`src/rtl/shifter_pkg.sv`:
```
// Shared shift-command types: direction encoding and the command record
// at the default 8-bit operand width.
package shifter_pkg;

    localparam int SHIFT_WIDTH = 8;

    typedef enum logic {
        SHIFT_RIGHT = 1'b0,
        SHIFT_LEFT  = 1'b1
    } shift_dir_t;

    typedef struct packed {
        logic [SHIFT_WIDTH-1:0]         data;
        logic [$clog2(SHIFT_WIDTH)-1:0] amount;
        shift_dir_t                     dir;
    } shift_cmd_t;

endpackage

```
`src/rtl/BarrelShifter.sv`:
```
// Combinational logical shifter with zero fill; direction chooses left or right.
module BarrelShifter
    import shifter_pkg::*;
#(
    parameter int WIDTH = 8
) (
    input  logic [WIDTH-1:0]         data_in,
    input  logic [$clog2(WIDTH)-1:0] shift_amount,
    input  logic                     shift_direction,
    output logic [WIDTH-1:0]         data_out
);

    always_comb begin
        data_out = data_in >> shift_amount;
        if (shift_dir_t'(shift_direction) == SHIFT_LEFT) begin
            data_out = data_in << shift_amount;
        end
    end

endmodule

```
`src/rtl/shift_cmd_queue.sv`:
```
// Command FIFO feeding a barrel shifter, with one registered result stage.
// Holds up to DEPTH queued commands plus one result in the output register.
module shift_cmd_queue
    import shifter_pkg::*;
#(
    parameter int WIDTH = 8,
    parameter int DEPTH = 4
) (
    input  logic                       clk,
    input  logic                       rst,
    input  logic                       in_valid,
    output logic                       in_ready,
    input  logic [WIDTH-1:0]           in_data,
    input  logic [$clog2(WIDTH)-1:0]   in_amount,
    input  logic                       in_dir,
    output logic                       out_valid,
    input  logic                       out_ready,
    output logic [WIDTH-1:0]           out_data,
    output logic [$clog2(DEPTH+1)-1:0] count,
    output logic                       busy
);

    localparam int AW = $clog2(WIDTH);
    localparam int PW = $clog2(DEPTH);
    localparam int CW = $clog2(DEPTH+1);

    // Packages cannot take parameters, so the command record is re-declared
    // here at this instance's WIDTH; it shadows the package default.
    typedef struct packed {
        logic [WIDTH-1:0] data;
        logic [AW-1:0]    amount;
        shift_dir_t       dir;
    } shift_cmd_t;

    // Handshake: a transfer happens on a rising edge where valid && ready;
    // valid never waits on ready, and out_data is frozen while out_valid is
    // high and out_ready low.
    shift_cmd_t       mem [DEPTH];
    logic [PW-1:0]    wr_ptr;
    logic [PW-1:0]    rd_ptr;
    logic [CW-1:0]    count_q;
    logic             out_valid_q;
    logic [WIDTH-1:0] out_data_q;
    logic [WIDTH-1:0] shifted;
    logic             push;
    logic             pop;
    logic             out_free;
    shift_cmd_t       head;

    assign in_ready = (count_q != CW'(DEPTH));
    assign push     = in_valid && in_ready && !rst;
    assign out_free = !out_valid_q || out_ready;
    assign pop      = out_free && (count_q != '0);
    assign head     = mem[rd_ptr];

    BarrelShifter #(.WIDTH(WIDTH)) u_shifter (
        .data_in        (head.data),
        .shift_amount   (head.amount),
        .shift_direction(head.dir),
        .data_out       (shifted)
    );

    // Storage is never cleared; reset only drops the pointers and count.
    always_ff @(posedge clk) begin
        if (push) begin
            mem[wr_ptr] <= '{data: in_data, amount: in_amount, dir: shift_dir_t'(in_dir)};
        end
    end

    always_ff @(posedge clk) begin
        if (rst) begin
            wr_ptr      <= '0;
            rd_ptr      <= '0;
            count_q     <= '0;
            out_valid_q <= 1'b0;
            out_data_q  <= '0;
        end else begin
            if (push) begin
                wr_ptr <= wr_ptr + PW'(1);
            end
            if (pop) begin
                rd_ptr      <= rd_ptr + PW'(1);
                out_data_q  <= shifted;
                out_valid_q <= 1'b1;
            end else if (out_free) begin
                out_valid_q <= 1'b0;
            end
            count_q <= count_q + CW'(push) - CW'(pop);
        end
    end

    assign out_valid = out_valid_q;
    assign out_data  = out_data_q;
    assign count     = count_q;
    assign busy      = (count_q != '0) || out_valid_q;

endmodule

```
`config.mk`:
```
export PLATFORM = sky130hd
export DESIGN_NAME = shift_cmd_queue
export DESIGN_NICKNAME = d
export VERILOG_FILES = /design/src/rtl/shifter_pkg.sv /design/src/rtl/BarrelShifter.sv /design/src/rtl/shift_cmd_queue.sv
export SDC_FILE = /design/constraint.sdc
export NUM_CORES = 1
export LEC_CHECK = 0
export ABC_AREA = 0
export BUFFER_PORTS_ARGS = -buffer_cell sky130_fd_sc_hd__buf_2
export CAP_MARGIN = 40
export CORE_ASPECT_RATIO = 1.2
export CORE_MARGIN = 5
export CORE_UTILIZATION = 38
export CTS_BUF_LIST = sky130_fd_sc_hd__clkbuf_8 sky130_fd_sc_hd__clkbuf_16
export DETAILED_ROUTE_END_ITERATION = 8
export PLACE_DENSITY = 0.61
export SLEW_MARGIN = 20
export SYNTH_ARGS = -nofsm -noshare
export SYNTH_HDL_FRONTEND = slang
export SYNTH_SLANG_ARGS = --single-unit
```
`constraint.sdc`:
```
create_clock -name clk -period 3.1 [get_ports clk]
set_input_delay 0 -clock clk [delete_from_list [all_inputs] [get_ports clk]]
set_output_delay 0 -clock clk [all_outputs]
set_load 0.1 [all_outputs]
```
==> reports/metrics.yaml <==
rsz0062_at_grt: "false"
yosys.area.top_type_share: 0.4689
port_buffers: 29
initial_core_util: 0.3834
grt_use_met3: 0.04036
clk_path_buf_depth: 2
ys_async_sr_fraction: 0
drv_slew: 0
row_count: 36
drive_gt1_frac: 0.2234
synth_seq_cells: 66
cts_tree: "done"
ant_nets: 0
antenna_found_initial: 0
die-area_mm2: 0.009996
wl_um: 5897
syn_inst: 221
cts_setup_buffers: 0
hold_depth: 2
synth.yosys.seq_area_share: 0.5861
routabilityCongestion: 0.8438
numCtsBuffers: 9
clk_pin_slew_ps: 70
wl_per_cell_um: 16.02
yosysMostFrequentCell: "edfxtp_1"
clk_latency_ps: 340
p_per_area_mw_per_mm2: 1042
syn_to_final_growth_pct: 18.76
final-instance-count-excl-fill: 368
use_met1: 0.1580
ios: 30
ctsResizeCount: 0
peakVddDrop_v: 0.0005274
drtIter0Drc: 76
synth_edf_count: 48
synth_top_area_cell: "edfxtp_1"
diodes: 0
status: "complete, no violations"
end_kind: "register"
synth_nets: 244
dp.cells: 338
n_fill_cell: 743
die_w_um: 92.11
worst_r2r_path_depth: 6
cp-start-kind: "register"
min_path_type: "input pin to register"
cts_sinks: 66
setup_viol: 0
clockRootBuffer: "clkbuf_8"
ff2ff_setup_slack_ps: 640
whs_ps: 32.73
min_to: "count[2]"
grt_overflow: 0
required_ps: 3360
worst_slack_ps: 635.7
use_met2: 0.2187
cap_violations: 0
worstHoldStart: "rst"
fin_crit_ps: 2464
grt_max_degree: 21
synth_flop_cell: "edfxtp_1"
critical_path.max_fanout: 12
fin_crit_sh: 0.7949
synth_common_cells: "edfxtp_1 (48), nor2_1 (27), dfxtp_1 (18), mux2i_1 (14), mux4_1 (9)"
path_class: "register to register"
grt_pass1_wl_um: 9908
relSlewSlack: 0.5346
timing.rr.end: "out_data[5]"
finalHoldViolCount: 0
vias: 1928
worstMarginPinSlew_ps: 698.1
track_usage: 0.1319
htreeDepth: 3
syn_area_mm2: 0.003074
drtPass1Iterations: 4
cts.hold.buffers_added: 14
vias_per_cell: 5.239
finClkSkew_ps: 7.363
first_global_vias: 1918
synthTopCellsByArea: "edfxtp_1 (47%), dfxtp_1 (12%), mux4_1 (7.7%)"
synth_warnings: 0
ys_types: 41
dpl.hpwl_um: 4035
drc_errors: 0
busiest_layer: "met2"
fp.coreArea_mm2: 0.008018
fmax_mhz: 405.8
fp.dieH_um: 108.5
setup_tns_ps: 0
place_ws_ps: 605.6
total_leakage_power_nw: 1.361
syn_area_per_cell_um2: 13.91
nets: 291
arrival_ps: 2720
[registers in the layout (all words and copies together), names as in the netlist, named ones only]
| register | flops |
|---|---|
| rd_ptr | 2 |
| wr_ptr | 2 |
| count | 3 |
| mem | 48 |
| out_valid | 1 |
| out_data | 8 |
[power by group]
group          switching (W)  internal [W]  leakage [nW]  total, W
Combinational        0.00130      0.000587         0.668   0.00189
Sequential         0.0000696       0.00109         0.585   0.00116
Clock               0.000317      0.000444         0.108  0.000761
[final cells by class]
class | count | area (um2) | area share
multi-input cells | 134 | 1157 | 0.3170
clock buffers | 9 | 123.9 | 0.03393
flip-flops and latches | 66 | 1805 | 0.4945
well taps | 95 | 118.9 | 0.03256
repair buffers | 49 | 330.3 | 0.09047
inverters | 8 | 30.03 | 0.008225
clock inverters | 7 | 85.08 | 0.02330
[cell usage in the layout, fill, tap and decap left out, drive strengths merged, types with 8 or more instances in the layout]
master       synthesis  routed
dfxtp               18      18
inv                  8       9
edfxtp              48      48
nand2b               9       9
buf                 10      35
mux2i               14      14
nor2                27      27
mux4                13      13
nand2                8       8
dlygate4sd3          0      14
clkbuf               3       9
[kinds of logic (layout without fill, tap and decap cells)]
group,Yosys count,after routing,synth area share
flip-flops,66,66,0.5861
adder cells (fa/ha/maj),7,7,0.03093
multiplexers,27,27,0.1518
AO/OA/AOI/OAI,34,34,0.08262
buffers and inverters,21,73,0.03826
AND/OR/NAND/NOR,61,61,0.09605
XOR/XNOR,5,5,0.01425
[routing by layer]
layer	wire (um)	share of wire	vias up
met1	2636	0.45	953
met4	98	0.017	0
met5	0	0	-
met2	2968	0.50	31
met3	195	0.033	5
li1	-	-	939
[per-stage QoR]
stage                 util  area (um2)  total power (W)
floorplan                -        3080         0.002747
global placement    0.4118        3302         0.003046
detailed placement  0.4118        3302         0.003058
CTS                 0.4554        3651         0.003842
global route        0.4554        3651         0.004052
finish              0.4554        3651         0.003804
[how the worst max path moves through the flow]
stage	to	slack (ps)	cells after the start
after floorplan	count[2]	80	11
after global placement	out_data[4]	710	6
after detailed placement	out_data[5]	610	6
after CTS	out_data[5]	610	6
after global routing	out_data[5]	440	6
final	out_data[5]	640	6
[critical path: stages, from the launching register on]
cell and delay, ps:
dfxtp_1 360, buf_4 180, mux4_1 820, buf_4 280, a2111oi_0 400, a211oi_1 100, a211oi_1 230
Power figures use the tool's default switching activity.
